## config.mk

```make
export PLATFORM = sky130hd
export DESIGN_NAME = nway_q31_arbmux
export DESIGN_NICKNAME = d
export VERILOG_FILES = /design/src/rtl/nway_q31_arbmux.sv
export SDC_FILE = /design/constraint.sdc
export NUM_CORES = 1
export LEC_CHECK = 0
export CAP_MARGIN = 20
export CORE_MARGIN = 4
export CORE_UTILIZATION = 42
export DETAILED_ROUTE_END_ITERATION = 8
export MAX_ROUTING_LAYER = met4
export PLACE_DENSITY = 0.87
export SETUP_SLACK_MARGIN = 0.5
export SLEW_MARGIN = 15
export SYNTH_ARGS = -nofsm -noshare
export SYNTH_HDL_FRONTEND = slang
export SYNTH_SLANG_ARGS = --single-unit
```

## constraint.sdc

```tcl
create_clock -name clk_i -period 4.2 [get_ports clk_i]
set_clock_uncertainty 0.15 [all_clocks]
set_input_delay 0.42 -clock clk_i [delete_from_list [all_inputs] [get_ports clk_i]]
set_output_delay 0.42 -clock clk_i [all_outputs]
set_load 0.01 [all_outputs]
```

## src/rtl/nway_q31_arbmux.sv

```systemverilog
// Registered N-way Q31 bus multiplexer with request/grant arbitration
// and an ownership watchdog.
module nway_q31_arbmux #(
    parameter int N        = 4,
    parameter int W        = 32,
    parameter int RR       = 1,
    parameter int HOLD_MAX = 64
) (
    input  logic           clk_i,
    input  logic           rst_ni,
    input  logic [N-1:0]   req_i,
    input  logic [N-1:0]   done_i,
    input  logic [N*W-1:0] data_in_i,
    output logic [W-1:0]   out_o,
    output logic           valid_o,
    output logic [N-1:0]   grant_o,
    output logic           busy_o,
    output logic           timeout_o
);

    localparam int PW = $clog2(N);
    localparam int CW = (HOLD_MAX == 0) ? 1 : $clog2(HOLD_MAX + 1);

    typedef enum logic {
        IDLE,
        OWN
    } state_e;

    state_e         state_q, state_d;
    logic [PW-1:0]  owner_q, owner_d;
    logic [PW-1:0]  ptr_q, ptr_d;
    logic [CW-1:0]  cnt_q, cnt_d;
    logic [W-1:0]   out_q, out_d;
    logic [N-1:0]   grant_q, grant_d;
    logic           timeout_q, timeout_d;

    logic [PW-1:0]  win;
    logic [PW-1:0]  cand;
    logic           found;
    logic [W-1:0]   win_data;
    logic [W-1:0]   own_data;
    logic           rel_done;
    logic           rel_drop;
    logic           hold_hit;
    logic [PW-1:0]  ptr_next;

    function automatic logic [PW-1:0] rr_idx(
        input logic [PW-1:0] base,
        input int            off
    );
        int j;
        j = int'(base) + off;
        if (j >= N) j = j - N;
        return PW'(j);
    endfunction

    // Search order starts at ptr in round-robin mode, at 0 otherwise.
    always_comb begin
        win   = '0;
        cand  = '0;
        found = 1'b0;
        for (int i = 0; i < N; i++) begin
            cand = (RR != 0) ? rr_idx(ptr_q, i) : PW'(i);
            if (!found && req_i[cand]) begin
                win   = cand;
                found = 1'b1;
            end
        end
    end

    assign win_data = data_in_i[int'(win)*W +: W];
    assign own_data = data_in_i[int'(owner_q)*W +: W];

    assign rel_done = done_i[owner_q];
    assign rel_drop = !req_i[owner_q];
    assign hold_hit = (HOLD_MAX != 0) && (cnt_q == CW'(HOLD_MAX));
    assign ptr_next = (owner_q == PW'(N - 1)) ? '0 : owner_q + 1'b1;

    always_comb begin
        state_d   = state_q;
        owner_d   = owner_q;
        ptr_d     = ptr_q;
        cnt_d     = cnt_q;
        out_d     = out_q;
        grant_d   = grant_q;
        timeout_d = 1'b0;
        unique case (state_q)
            IDLE: begin
                if (found) begin
                    state_d      = OWN;
                    owner_d      = win;
                    grant_d      = '0;
                    grant_d[win] = 1'b1;
                    out_d        = win_data;
                    cnt_d        = CW'(1);
                end
            end
            OWN: begin
                if (rel_done || rel_drop || hold_hit) begin
                    state_d   = IDLE;
                    grant_d   = '0;
                    cnt_d     = '0;
                    timeout_d = hold_hit && !rel_done && !rel_drop;
                    if (RR != 0) ptr_d = ptr_next;
                end else begin
                    out_d = own_data;
                    if (HOLD_MAX != 0 && cnt_q != CW'(HOLD_MAX)) begin
                        cnt_d = cnt_q + 1'b1;
                    end
                end
            end
            default: state_d = IDLE;
        endcase
    end

    always_ff @(posedge clk_i or negedge rst_ni) begin
        if (!rst_ni) begin
            state_q   <= IDLE;
            owner_q   <= '0;
            ptr_q     <= '0;
            cnt_q     <= '0;
            out_q     <= '0;
            grant_q   <= '0;
            timeout_q <= 1'b0;
        end else begin
            state_q   <= state_d;
            owner_q   <= owner_d;
            ptr_q     <= ptr_d;
            cnt_q     <= cnt_d;
            out_q     <= out_d;
            grant_q   <= grant_d;
            timeout_q <= timeout_d;
        end
    end

    assign out_o     = out_q;
    assign valid_o   = (state_q == OWN);
    assign busy_o    = (state_q == OWN);
    assign grant_o   = grant_q;
    assign timeout_o = timeout_q;

endmodule

```

# [Word-level counts from Yosys, hierarchy flattened]
# Index checks and enable logic that the tools add are counted.
[word_totals] in_bits=138 ff_bits=49
[op_classes] bitwise_logic=1 order_cmp=11 addsub=9 n_eq_ne=7 n_mux=42 shifts=2 reduce_logical=18
[op_table] op="indexed part select 128 x 8 -> 32 bit" n=2
[op_table] op="2-to-1 mux 32 bit" n=2
[op_table] op="one-hot mux 32 bit (2 select lines)" n=1
[op_table] op="2-to-1 mux 7 bit" n=3
[op_table] op="less-than comparator 2 x 3 -> 1 bit (second input constant)" n=6
[op_table] op="2-to-1 mux 2 bit" n=9
[op_table] op="2-to-1 mux 1 bit" n=15
[op_table] op="one-hot mux 7 bit (2 select lines)" n=1
[op_table] op="binary-select mux 1 bit (select 2 bit)" n=6
[op_table] op="AND reduction 2 bit" n=5
[op_table] op=">= comparator 3 bit (second input constant)" n=3
[op_table] op="2-to-1 mux 4 bit" n=2
[op_table] op="one-hot mux 4 bit (2 select lines)" n=1
[op_table] op="subtractor 2 x 1 -> 2 bit (second input constant)" n=4
[op_table] op="adder 7 x 1 -> 7 bit (second input constant)" n=1
[op_table] op="== test 7 bit (second input constant)" n=1
[op_table] op="!= test 7 bit (second input constant)" n=1
[op_table] op="adder 2 x 2 -> 3 bit (second input constant)" n=2
[op_table] op="logical AND 1 bit" n=6
[op_table] op="logical NOT 1 bit" n=5
[op_table] op="!= test 2 bit (second input constant)" n=2
[op_table] op="adder 2 x 1 -> 3 bit (second input constant)" n=1
[op_table] op=">= comparator 2 x 3 -> 1 bit (second input constant)" n=1
[op_table] op="!= test 3 x 1 -> 1 bit (second input constant)" n=1
[op_table] op="8 further kinds" n=9

# [Logic depth before layout (Yosys ltp)]
[logic_depth] depth_word=20 mapped_depth=8 ltp_nobuf=7

# [Worst setup path before layout]
# Ideal clock, no wire load.
[synth_timing] kind="input to register" from="input port req_i[2]" to="register out_q[0], in the netlist out_o[0]" cell_stages=8 t_arrival_ps=1912 slack_ps=2009 path_cell_list="or4_1 -> buf_2 -> nand2_2 -> o41a_1 -> buf_6 -> buf_6 -> mux2i_1 -> a221oi_2"
[synth_via] elab_chain_cells=15
[synth_lines] element="from (decl)" line_no="11" text="input logic [N-1:0] req_i,"
[synth_lines] element="binary-select mux 1 bit (select 2 bit)" line_no="64" text="if (!found && req_i[cand]) begin"
[synth_lines] element="2-to-1 mux 1 bit (not written as such)" line_no="64"
[synth_lines] element="2-to-1 mux 1 bit" line_no="64"
[synth_lines] element="logical NOT 1 bit" line_no="64"
[synth_lines] element="logical AND 1 bit" line_no="64"
[synth_lines] element="2-to-1 mux 1 bit" line_no="64"
[synth_lines] element="logical NOT 1 bit" line_no="64"
[synth_lines] element="logical AND 1 bit" line_no="64"
[synth_lines] element="2-to-1 mux 1 bit" line_no="64"
[synth_lines] element="logical NOT 1 bit" line_no="64"
[synth_lines] element="logical AND 1 bit" line_no="64"
[synth_lines] element="2-to-1 mux 2 bit" line_no="64"
[synth_lines] element="indexed part select 128 x 8 -> 32 bit" line_no="71" text="assign win_data = data_in_i[int'(win)*W +: W];"
[synth_lines] element="2-to-1 mux 32 bit" line_no="89" text="if (found) begin"
[synth_lines] element="one-hot mux 32 bit (2 select lines)" line_no="87" text="unique case (state_q)"
[synth_lines] element="to (signal assigned)" line_no="130" text="out_q <= out_d;"
[synth_lines] element="to (decl)" line_no="33" text="logic [W-1:0] out_q, out_d;"
# Parallel ways exist; a longest one is shown, timed or not. The select of a mux whose other input is x is not followed.
# A chain may end at the register's enable or synchronous reset.

# [Worst setup path after layout]
[layout_timing] from="input port req_i[2]" to="register out_q[17], in the netlist out_o[17]"
# Same word-level chain as after synthesis.

==> results.sh <==
export IMPL_cts_hold_buf=0
export IMPL_yosys_area_share_simple_pct=11.2
export IMPL_power_leakage_nw=2.13
export IMPL_rows=31
export IMPL_clk_latency_ps=300
export IMPL_maxCapViolCount=0
export IMPL_fp_dieW_um=94.5
export IMPL_grt_pass1_wl_um=16900
export IMPL_fillers=537
export IMPL_cpPeakStageDelay_ps=690
export IMPL_syn_inst=295
export IMPL_ant_nets=0
export IMPL_crit_path_top_delay_cell="or4_1"
export IMPL_clk_pin_slew_ps=100
export IMPL_gp_congestion=0.852
export IMPL_crit_required_ps=4250
export IMPL_grt_use_total_pct=25.3
export IMPL_nets=606
export IMPL_drc=0
export IMPL_yosys_top_cells_count="mux2i_1, dfrtp_1, nor2_1, a221oi_1"
export IMPL_wirelength_um=11200
export IMPL_start_util_pct=43.3
export IMPL_seq_area_frac_synth_pct=39.0
export IMPL_grt_ovfl_total=0
export IMPL_slew_headroom_pct=34.8
export IMPL_cts_inserted_buffers=5
export IMPL_critPathLaunchType="primary input"
export IMPL_maxSlewViolCount=0
export IMPL_cts_tree="yes"
export IMPL_min_period_over_period_pct=74.4
export IMPL_yosysTopAreaCell="dfrtp_1"
export IMPL_final_setup_tns_ps=0
export IMPL_drtPass1Iterations=5
export IMPL_port_buffers=176
export IMPL_synthAdderAreaFrac_pct=1.19
export IMPL_area_growth_syn_to_layout_pct=59.6
export IMPL_postSynthAreaPerCell_um2=10.7
export IMPL_post_cts_buffers=0
export IMPL_end_kind="flop"
export IMPL_outcome="finished clean"
export IMPL_synth_top_cells_by_area="dfrtp_1, mux2i_1, a221oi_1, nor2_1, a221oi_2"
export IMPL_dp_cells=557
export IMPL_yosys_warnings=0
export IMPL_synth_compound_area_share_pct=20.3
export IMPL_synth_xor_area_share_pct=0
export IMPL_synth_top_family_by_area="multiplexers"
export IMPL_drt_vias_per_instance=5.55
export IMPL_setup_viol=0
export IMPL_worst_pin_slew_ps=976
export IMPL_synth_edf_count=0
export IMPL_vias=3133
export IMPL_hold_viol=0
export IMPL_drive_above_1_share_pct=8.15
export IMPL_crit_type="in -> reg"
export IMPL_final_cells=565
export IMPL_async_flop_share_pct=100
export IMPL_cts_sinks=49
export IMPL_cts_resized=0
export IMPL_clockRootBuffer="clkbuf_8"
export IMPL_power_density_nw_per_um2=663
export IMPL_io_pins=177
export IMPL_wire_per_inst_um=19.8
export IMPL_yosysUniqueCellTypes=47
export IMPL_ys_flop_type="dfrtp_1"
export IMPL_syn_nets=436
export IMPL_die_area_um2=8930
export IMPL_path_max_fanout=19
export IMPL_rsz0062_at_grt="false"
export IMPL_diodes=0
export IMPL_path_cells="clkdlybuf4s50_1 -> or4_1 -> nand2_2 -> o41a_2 -> buf_4 -> mux2i_1 -> a221oi_1"
export IMPL_die_y_um=94.5
export IMPL_syn_cell_area_um2=3140
export IMPL_antenna_found_initial=0
export IMPL_min_period_ps=3120
export IMPL_fmax_mhz=320
export IMPL_hp_class="in -> async"
export IMPL_grt_pass1_vias=3225
export IMPL_grt_max_degree=50
export IMPL_cp_arrival_ps=3170
export IMPL_hpwlAfterDp_um=8740
export IMPL_post_synth_top_count_cell="mux2i_1"
export IMPL_synth_top_cell_area_share_pct=39.0
export IMPL_ir_drop_mv=0.533
export IMPL_power_mw=3.32
export IMPL_synthMuxAreaShare_pct=21.9
export IMPL_cts_max_level=2
export IMPL_drt_iter0_drc=93
export IMPL_clockBufferDepth=2
export IMPL_coreArea_um2=7250
export IMPL_ys_seq_elements=49
[per-stage QoR]
step                      worst slack [ps]  area [um2]  hold slack [ps]  util (%)
after floorplan                       2010        3140            -25.6         -
after global placement                 940        4920              364      67.9
after detailed placement               759        4920              372      67.9
after global routing                   960        5010             98.4      69.1
after CTS                             1090        5010             81.8      69.1
final                                 1080        5010             59.5      69.1
[report_power, final]
group | internal [mW] | switching (mW) | total (mW)
logic | 1.09 | 1.10 | 2.18
registers | 0.691 | 0.162 | 0.853
clock network | 0.117 | 0.172 | 0.289
total | 1.89 | 1.43 | 3.32
[layer usage]
metal	vias up	GRT usage, %	wire length [um]
met4	0	10.5	414
met5	-	-	0
li1	1469	-	-
met2	146	43.3	5490
met3	28	5.66	893
met1	1490	28.6	4420
[layout make-up]
cell class	instances	area (um2)	share of cell area, %
clock inverter	3	22.5	0.449
tap	99	124	2.47
inverter	9	33.8	0.674
multi-input combinational	218	1730	34.4
timing repair buffer	182	1810	36.2
sequential	49	1230	24.5
clock buffer	5	68.8	1.37
[worst max-delay path, delay by kind of cell]
kind | cells | cell delay (ps)
buf+inv | 2 | 910
mux | 1 | 140
compound gates | 2 | 870
simple gates | 2 | 820
[kinds of logic (layout without fill, tap and decap cells)]
family                   count (synthesis)  count (layout)
multiplexers                            67              67
buffers and inverters                   28             199
AO/OA/AOI/OAI                           71              71
adder cells (fa/ha/maj)                  3               3
flip-flops                              49              49
AND/OR/NAND/NOR                         77              77
[final timing paths]
kind / from / to / slack, ps / cells past startpoint
worst min-delay path: rst_ni / out_o[13] / 60 / 2
max in group asynchronous: rst_ni / owner_q[0] / 3420 / 2
worst min register to register: grant_o[0] / grant_o[0] / 390 / 1
worst max-delay path: req_i[2] / out_o[17] / 1080 / 7
worst max register to register: busy_o / out_o[17] / 1410 / 6
min in group clk_i: grant_o[0] / grant_o[0] / 390 / 1
[flip-flops by register name (all words and copies together), names as in the netlist]
name,flops
out_o,32
cnt_q,7
grant_o,4
owner_q,2
ptr_q,2
busy_o,1
timeout_o,1
[cell usage in the layout (no fill, tap or decap), types with 7 or more instances in the layout]
| master | n |
|---|---|
| mux2i_1 | 62 |
| nor2_1 | 39 |
| inv_1 | 7 |
| nand2_1 | 10 |
| clkdlybuf4s50_1 | 175 |
| a22o_1 | 7 |
| a221oi_2 | 10 |
| nor2b_1 | 8 |
| dfrtp_1 | 49 |
| a221oi_1 | 20 |
Power figures use the tool's default switching activity.
